--- config.mk ---
export PLATFORM = sky130hd
export DESIGN_NAME = frame_readout_buffer
export DESIGN_NICKNAME = d
export VERILOG_FILES = /design/src/rtl/frame_readout_buffer_pkg.sv /design/src/rtl/frame_readout_buffer_frame_fifo.sv /design/src/rtl/frame_readout_buffer.sv
export SDC_FILE = /design/constraint.sdc
export NUM_CORES = 1
export LEC_CHECK = 0
export BUFFER_PORTS_ARGS = -buffer_cell sky130_fd_sc_hd__buf_2
export CORE_MARGIN = 1.5
export CORE_UTILIZATION = 39
export CTS_CLUSTER_DIAMETER = 50
export CTS_CLUSTER_SIZE = 20
export DETAILED_ROUTE_END_ITERATION = 12
export PLACE_DENSITY = 0.61
export SYNTH_ARGS = -nofsm -noshare
export SYNTH_HDL_FRONTEND = slang
export SYNTH_SLANG_ARGS = --single-unit
--- constraint.sdc ---
create_clock -name clock -period 4.7 [get_ports clock]
set_input_delay 0.235 -clock clock [delete_from_list [all_inputs] [get_ports clock]]
set_output_delay 0.235 -clock clock [all_outputs]
set_load 0.01 [all_outputs]
--- src/rtl/frame_readout_buffer_pkg.sv ---
// Shared definitions for the frame readout buffer: address-map offsets,
// status-byte layout and overflow policy encodings.
package frame_readout_buffer_pkg;

  localparam int OFS_DROP_CNT    = 3;
  localparam int OFS_HEAD_STATUS = 2;
  localparam int OFS_STATUS      = 1;

  typedef enum logic {
    OVF_DROP_NEWEST = 1'b0,
    OVF_DROP_OLDEST = 1'b1
  } ovf_policy_e;

  typedef struct packed {
    logic       overflow;
    logic       empty;
    logic [1:0] rsvd;
    logic [3:0] level;
  } status_byte_t;

  localparam logic [7:0] DROP_MAX = 8'hFF;

  function automatic logic [7:0] sat_inc(input logic [7:0] v);
    return (v == DROP_MAX) ? v : v + 8'd1;
  endfunction

endpackage

--- src/rtl/frame_readout_buffer_frame_fifo.sv ---
// Register-based frame FIFO with level tracking and the choice between
// refusing a new frame or evicting the oldest when full.
module frame_fifo
  import frame_readout_buffer_pkg::*;
#(
  parameter int W         = 100,
  parameter int DEPTH     = 4,
  parameter int LW        = 4,
  parameter int OVERWRITE = 0
) (
  input  logic          clock,
  input  logic          reset,
  input  logic          wr_en,
  input  logic [W-1:0]  wr_data,
  input  logic          rd_en,
  output logic [W-1:0]  rd_data,
  output logic [LW-1:0] level,
  output logic          full,
  output logic          empty
);

  localparam int PW = $clog2(DEPTH);

  logic [W-1:0]  mem [DEPTH];
  logic [PW-1:0] wr_ptr;
  logic [PW-1:0] rd_ptr;
  logic          do_pop;
  logic          do_wr;
  logic          evict;
  logic          adv_rd;

  assign empty  = (level == '0);
  assign full   = (level == LW'(DEPTH));
  assign do_pop = rd_en & ~empty;
  // A full FIFO only takes a frame if a slot frees up this cycle
  assign evict  = wr_en & full & ~do_pop
                & (OVERWRITE == int'(OVF_DROP_OLDEST));
  assign do_wr  = wr_en & (~full | do_pop | evict);
  assign adv_rd = do_pop | evict;

  always_ff @(posedge clock or negedge reset) begin
    if (!reset) begin
      wr_ptr <= '0;
      rd_ptr <= '0;
      level  <= '0;
    end else begin
      if (do_wr)
        wr_ptr <= wr_ptr + PW'(1);
      if (adv_rd)
        rd_ptr <= rd_ptr + PW'(1);
      if (do_wr && !adv_rd)
        level <= level + LW'(1);
      else if (adv_rd && !do_wr)
        level <= level - LW'(1);
    end
  end

  always_ff @(posedge clock) begin
    if (do_wr)
      mem[wr_ptr] <= wr_data;
  end

  assign rd_data = mem[rd_ptr];

endmodule

--- src/rtl/frame_readout_buffer.sv ---
// Frame FIFO front end for the MCU: pop/clear edge detection, overflow
// and drop-count registers, and the byte-wide read mux.
module frame_readout_buffer
  import frame_readout_buffer_pkg::*;
#(
  parameter int FRAME_BYTES = 12,
  parameter int DEPTH       = 4,
  parameter int ADDR_WIDTH  = 4,
  parameter int OVERWRITE   = 0
) (
  input  logic                     clock,
  input  logic                     reset,
  input  logic [FRAME_BYTES*8-1:0] frame_data,
  input  logic [3:0]               frame_status,
  input  logic                     frame_valid,
  input  logic [ADDR_WIDTH-1:0]    address,
  input  logic                     pop,
  input  logic                     clear,
  output logic [7:0]               parallel_out,
  output logic                     valid,
  output logic                     overflow
);

  localparam int FW = FRAME_BYTES * 8;
  localparam int EW = FW + 4;
  localparam int A  = 1 << ADDR_WIDTH;

  localparam logic [ADDR_WIDTH-1:0] ADR_DROP =
    ADDR_WIDTH'(A - OFS_DROP_CNT);
  localparam logic [ADDR_WIDTH-1:0] ADR_HSTAT =
    ADDR_WIDTH'(A - OFS_HEAD_STATUS);
  localparam logic [ADDR_WIDTH-1:0] ADR_STATUS =
    ADDR_WIDTH'(A - OFS_STATUS);

  logic                  pop_q;
  logic                  clear_q;
  logic                  pop_edge;
  logic                  clear_edge;
  logic                  loss;
  logic                  full;
  logic                  empty;
  logic [ADDR_WIDTH-1:0] level;
  logic [EW-1:0]         head;
  logic [FW-1:0]         head_frame;
  logic [3:0]            head_status;
  logic [7:0]            drop_cnt;
  logic [7:0]            frame_byte;
  logic                  in_frame;
  status_byte_t          st;

  assign pop_edge   = pop & ~pop_q;
  assign clear_edge = clear & ~clear_q;
  // A pop on a full FIFO always makes room, so only an unpopped full write loses
  assign loss       = frame_valid & full & ~pop_edge;

  frame_fifo #(
    .W         (EW),
    .DEPTH     (DEPTH),
    .LW        (ADDR_WIDTH),
    .OVERWRITE (OVERWRITE)
  ) u_fifo (
    .clock   (clock),
    .reset   (reset),
    .wr_en   (frame_valid),
    .wr_data ({frame_status, frame_data}),
    .rd_en   (pop_edge),
    .rd_data (head),
    .level   (level),
    .full    (full),
    .empty   (empty)
  );

  assign head_frame  = head[FW-1:0];
  assign head_status = head[EW-1:FW];

  always_ff @(posedge clock or negedge reset) begin
    if (!reset) begin
      pop_q    <= 1'b1;
      clear_q  <= 1'b1;
      overflow <= 1'b0;
      drop_cnt <= '0;
    end else begin
      pop_q   <= pop;
      clear_q <= clear;
      if (loss) begin
        overflow <= 1'b1;
        drop_cnt <= clear_edge ? 8'd1 : sat_inc(drop_cnt);
      end else if (clear_edge) begin
        overflow <= 1'b0;
        drop_cnt <= '0;
      end
    end
  end

  assign valid = ~empty;

  always_comb begin
    st.overflow = overflow;
    st.empty    = empty;
    st.rsvd     = 2'b00;
    st.level    = 4'(level);
  end

  always_comb begin
    frame_byte = 8'h00;
    in_frame   = 1'b0;
    for (int k = 0; k < FRAME_BYTES; k++) begin
      if (address == ADDR_WIDTH'(k)) begin
        in_frame   = 1'b1;
        frame_byte = head_frame[8*k +: 8];
      end
    end
  end

  always_comb begin
    parallel_out = 8'h00;
    unique case (1'b1)
      in_frame:
        parallel_out = empty ? 8'h00 : frame_byte;
      (address == ADR_DROP):
        parallel_out = drop_cnt;
      (address == ADR_HSTAT):
        parallel_out = {4'h0, empty ? 4'h0 : head_status};
      (address == ADR_STATUS):
        parallel_out = st;
      default: ;
    endcase
  end

endmodule

# After elaboration in Yosys (flattened, before gate mapping)
# Memories as Yosys holds them, arrays and structs flattened.
# Cells that the tools add are included.
# op_classes
addsub,5
n_eq_ne,17
n_mux,37
bitwise_logic,12
n_reduce_logical,9
# op_table
operator,count
two-way mux 8 bit,17
one-hot mux 8 bit (4 select lines),1
== test 4 bit (second input constant),7
== test 4 x 3 -> 1 bit (second input constant),5
two-way mux 1 bit,16
two-way mux 4 bit,3
adder 8 x 1 -> 8 bit (second input constant),1
== test 4 x 2 -> 1 bit (second input constant),2
== test 8 bit (second input constant),1
logical NOT 4 bit,2
AND 1 bit,6
inverter 1 bit,5
adder 2 x 1 -> 2 bit (second input constant),2
adder 4 x 1 -> 4 bit (second input constant),1
== test 4 x 1 -> 1 bit (second input constant),1
nonzero test 2 bit,2
subtractor 4 x 1 -> 4 bit (second input constant),1
logical AND 1 bit,2
logical NOT 1 bit,2
inequality test 2 bit (second input constant),1
AND reduction 2 bit,1
bitwise OR 1 bit,1
# totals
register_bits,19
mem_bits_rw,400
in_bits,109
word_cells,88
memories,1
# mem_list
name,words,word_bits,rd,rd_ports_with_merged_regs,wr,line,rtl
u_fifo.mem,4,100,1,0,1,frame_readout_buffer_frame_fifo.sv:24,logic [W-1:0] mem [DEPTH];

# Longest topological paths before layout
# depth
ltp_word,15
mapped_depth,11
depth_no_buf,11

# By module
# Synthesis repeated with hierarchy kept, for this count alone.
# hier_totals
cells_unflattened,812
hier_area_um2,16831.1
# by_module_without_submodules
module,instances,cells_per_inst,area_each_um2,seq_area_each_um2
frame_fifo,1,575,15006.9,12211.7
frame_readout_buffer,1,237,1824.2,277.8

# Worst setup path before layout
# Ideal clock, no wire load.
# synth_path
kind,register -> register
startpoint,reg u_fifo.level[0]
endpoint,"mem u_fifo.mem[0][0], enable pin"
setup_ps,470
t_arrival_ps,3318
required_ps,4230
setup_slack_ps,912
path_stages_with_launch,4
cell_sequence,dfrtp_1 nor3_1 a31oi_1 and2_1
# synth_via
elab_chain_cells,7
# synth_rtl
item,line,rtl
"start, declared",frame_readout_buffer_frame_fifo.sv:17,"output logic [LW-1:0] level,"
"start signal, assigned",frame_readout_buffer_frame_fifo.sv:52,level <= level + LW'(1);
"start signal, assigned",frame_readout_buffer_frame_fifo.sv:54,level <= level - LW'(1);
logical NOT 4 bit,frame_readout_buffer_frame_fifo.sv:32,assign empty = (level == '0);
inverter 1 bit,frame_readout_buffer_frame_fifo.sv:34,assign do_pop = rd_en & ~empty;
AND 1 bit,frame_readout_buffer_frame_fifo.sv:34,
bitwise OR 1 bit *,frame_readout_buffer_frame_fifo.sv:38,assign do_wr = wr_en & (~full | do_pop | evict);
AND 1 bit *,frame_readout_buffer_frame_fifo.sv:38,
net u_fifo.do_wr,frame_readout_buffer_frame_fifo.sv:28,logic do_wr;
two-way mux 1 bit *,frame_readout_buffer_frame_fifo.sv:59,if (do_wr)
two-way mux 1 bit (not written as such) *,frame_readout_buffer_frame_fifo.sv:60,mem[wr_ptr] <= wr_data;
"end, declared",frame_readout_buffer_frame_fifo.sv:24,
# The timed path passes the listed nets; every way through them passes the cells marked *.

# Worst setup path in the final report
# layout_path
startpoint,reg u_fifo.rd_ptr[0]
endpoint,out parallel_out[6]
# layout_via
elab_chain_cells,15
# layout_rtl
item,line,rtl
"start, declared",frame_readout_buffer_frame_fifo.sv:26,logic [PW-1:0] rd_ptr;
"start signal, assigned",frame_readout_buffer_frame_fifo.sv:50,rd_ptr <= rd_ptr + PW'(1);
memory (4 x 100 bit) *,n/a,
two-way mux 8 bit (11 in a row),frame_readout_buffer.sv:108,if (address == ADDR_WIDTH'(k)) begin
two-way mux 8 bit *,frame_readout_buffer.sv:108,
two-way mux 8 bit *,frame_readout_buffer.sv:119,parallel_out = empty ? 8'h00 : frame_byte;
one-hot mux 8 bit (4 select lines) *,frame_readout_buffer.sv:117,unique case (1'b1)
"end, declared",frame_readout_buffer.sv:19,"output logic [7:0] parallel_out,"
# Mark *: on every way between the ends. The rest lies on a longest branch, timed or not.

==> impl_metrics.py <==
metrics = {
    "route": {
        "wl_um": 38200,
        "drt_first_pass_iters": 5,
        "vias": 8868,
        "drc": 0,
        "avgRoutedWirePerCell_um": 23.3,
        "first_iter_violations": 924,
        "ant_nets": 0,
        "vias_per_cell": 5.40,
    },
    "worst_setup_path": {
        "critical_path.max_fanout": 50,
        "worstSetupPathType": "reg -> out",
        "endpoint_kind": "output port",
        "cp-start-kind": "register",
        "crit_arrival_ns": 3.57,
        "required_ns": 4.47,
        "crit_start": "u_fifo.rd_ptr[0]",
        "timing.rr.start": "u_fifo.level[0]",
    },
    "sta": {
        "tightestPinTransition_ns": 1.09,
        "tns_ns": 0,
        "fin_crit_ns": 3.80,
        "rsz0062_at_grt": "false",
        "holdWs_ns": 0.181,
        "finalCritPeriodShare": 0.809,
        "hold_viol": 0,
        "report.final.slew_viol_count": 0,
        "finalSetupViolations": 0,
        "relSlewSlack": 0.274,
        "finClkSkew_ns": 0.0250,
        "max_freq_mhz": 263,
    },
    "cts": {
        "cts_tree": "yes",
        "clk-insertion-delay-late_ns": 0.56,
        "cts_buffers": 38,
        "post_cts_buffers": 0,
        "cts.sinks": 419,
        "h-tree-depth": 2,
        "clk_pin_slew_ns": 0.07,
        "cts_root_buffer": "clkbuf_16",
        "cts_buffer_depth": 3,
        "ctsResizeCount": 0,
        "cts.hold.buffers_added": 103,
    },
    "floorplan": {
        "core_area_um2": 42100,
        "io_pins": 119,
        "die_h_um": 210,
        "initial_core_util": 0.396,
        "die_w_um": 210,
        "die-area_um2": 44100,
        "rows": 75,
    },
    "layout": {
        "insertedDiodeCount": 0,
        "multiInputGateArea_um2": 3940,
        "register_area_um2": 12500,
        "syn_to_final_growth_pct": 21.1,
        "fillers": 3479,
        "final_nets": 1191,
        "layout-drive-gt1-share": 0.279,
    },
    "global_route": {
        "grt_pass1_wl_um": 57500,
        "antenna_found_initial": 0,
        "gr-total-overflow": 0,
        "grt_pass1_vias": 9181,
        "grt_max_degree": 68,
        "track_usage": 0.177,
    },
    "logic_synthesis": {
        "synth_warnings": 0,
        "synth.avg_cell_area_um2": 19.9,
        "synth_cell_types": 60,
        "synth_cells": 841,
        "syn_area_um2": 16700,
        "synth-edff-count": 400,
        "synth.net_count": 959,
        "yosys-top-cells-area": "edfxtp_1, mux4_2, dfrtp_1",
        "synth_ff_type": "edfxtp_1",
        "yosysMostFrequentCell": "edfxtp_1",
        "synth_top_area_cell": "edfxtp_1",
        "netlist.area_leader.share": 0.719,
        "async_reset_ff_frac": 0.0453,
        "synth_commonest_cells": "edfxtp_1, mux4_2, nand2_1",
        "seq_area_frac_synth": 0.748,
        "ys_seq_elements": 419,
    },
    "placement": {
        "gp_congestion": 0.933,
        "portBuffers": 118,
        "dp_hpwl_um": 24500,
    },
    "power": {
        "p_comb_frac": 0.260,
        "power.switching_mw": 3.39,
        "powerDensity_nw_per_um2": 557,
        "internal_power_mw": 7.88,
        "seq_power_share": 0.462,
        "p_leak_nw": 6.79,
        "clkPwrFrac": 0.279,
        "peakVddDrop_uv": 305,
        "switching_share": 0.301,
    },
    "status": {
        "status": "finished, final reports clean",
    },
    "flow_run": {
        "max_cap_viol_count": 0,
    },
    "worst_hold_path": {
        "hold_class": "in -> async",
    },
}
[registers in the layout, summed over array words and instances (netlist names)]
name           flops
drop_cnt           8
pop_q              1
u_fifo.rd_ptr      2
u_fifo.mem       400
u_fifo.wr_ptr      2
u_fifo.level       4
overflow           1
clear_q            1
[cell families after synthesis]
group | share of synthesized area
AO/OA/AOI/OAI | 0.0384
XOR/XNOR | 0.00577
adder cells (fa/ha/maj) | 0.00719
buffers and inverters | 0.0173
flip-flops | 0.748
multiplexers | 0.149
AND/OR/NAND/NOR | 0.0346
[area by class of cell]
cell class	instances	share of cell area
sequential	419	0.618
multi-input combinational	363	0.195
timing repair buffer	235	0.0884
clock buffer	42	0.0498
tap	539	0.0333
clock inverter	27	0.0131
inverter	16	0.00297
[cell usage in the layout, fill, tap and decap left out, drive strengths merged, types with 3 or more instances in the layout]
| cell | instances |
|---|---|
| dfrtp | 17 |
| nor2 | 20 |
| clkinv | 12 |
| mux4 | 100 |
| a21oi | 18 |
| ha | 8 |
| mux2i | 20 |
| o22ai | 4 |
| nor4 | 5 |
| nor3 | 7 |
| xnor2 | 10 |
| o21ai | 31 |
| mux2 | 3 |
| clkinvlp | 4 |
| dlygate4sd3 | 103 |
| nand3 | 14 |
| inv | 26 |
| nor3b | 3 |
| a211oi | 7 |
| edfxtp | 400 |
| buf | 132 |
| clkbuf | 42 |
| a2111oi | 3 |
| and2 | 5 |
| o211ai | 5 |
| nand2b | 6 |
| nand2 | 44 |
| a31oi | 8 |
| a311oi | 3 |
| nor2b | 6 |
[stage by stage]
stage	util	area [um2]	total power, mW	setup WS [ns]	instances
final	0.480	20200	11.3	0.895	1641
after global routing	0.480	20200	11.8	0.655	1641
after CTS	0.480	20200	11.5	0.780	1641
after detailed placement	0.425	17900	8.23	1.39	1469
after global placement	0.425	17900	8.20	1.41	1469
after floorplan	-	16700	7.22	0.912	841
[routing by layer]
metal  part of all wire  global-route usage
met3              0.063              0.0359
met4              0.023              0.0486
met5                  0                   0
met2               0.47               0.277
met1               0.44               0.254
[power by group through the flow]
stage	combinational [mW]	clock, mW	sequential, mW
5_1_grt	3.15	3.36	5.28
4_1_cts	3.01	3.22	5.22
3_3_place_gp	2.93	0	5.26
2_1_floorplan	2.07	0	5.15
6_report	2.93	3.14	5.20
3_5_place_dp	2.94	0	5.30
[worst paths after layout]
check	slack, ns	depth (start not counted)	end
setup / recovery	0.90	7	parallel_out[6]
hold / removal	0.18	2	u_fifo.rd_ptr[0]
setup reg to reg	1.76	11	u_fifo.level[3]
hold reg to reg	0.55	1	u_fifo.level[3]
max in group asynchronous	4.16	2	u_fifo.rd_ptr[1]
min in group clock	0.19	4	u_fifo.wr_ptr[0]
[critical path, cell delays in order (launching register included)]
cell and delay (ns):
dfrtp_4 0.92, buf_12 0.40, mux4_2 0.56, nand2_1 0.10
a21oi_1 0.14, nor4_1 0.38, o21ai_1 0.23, buf_2 0.19
Power figures use the tool's default switching activity.
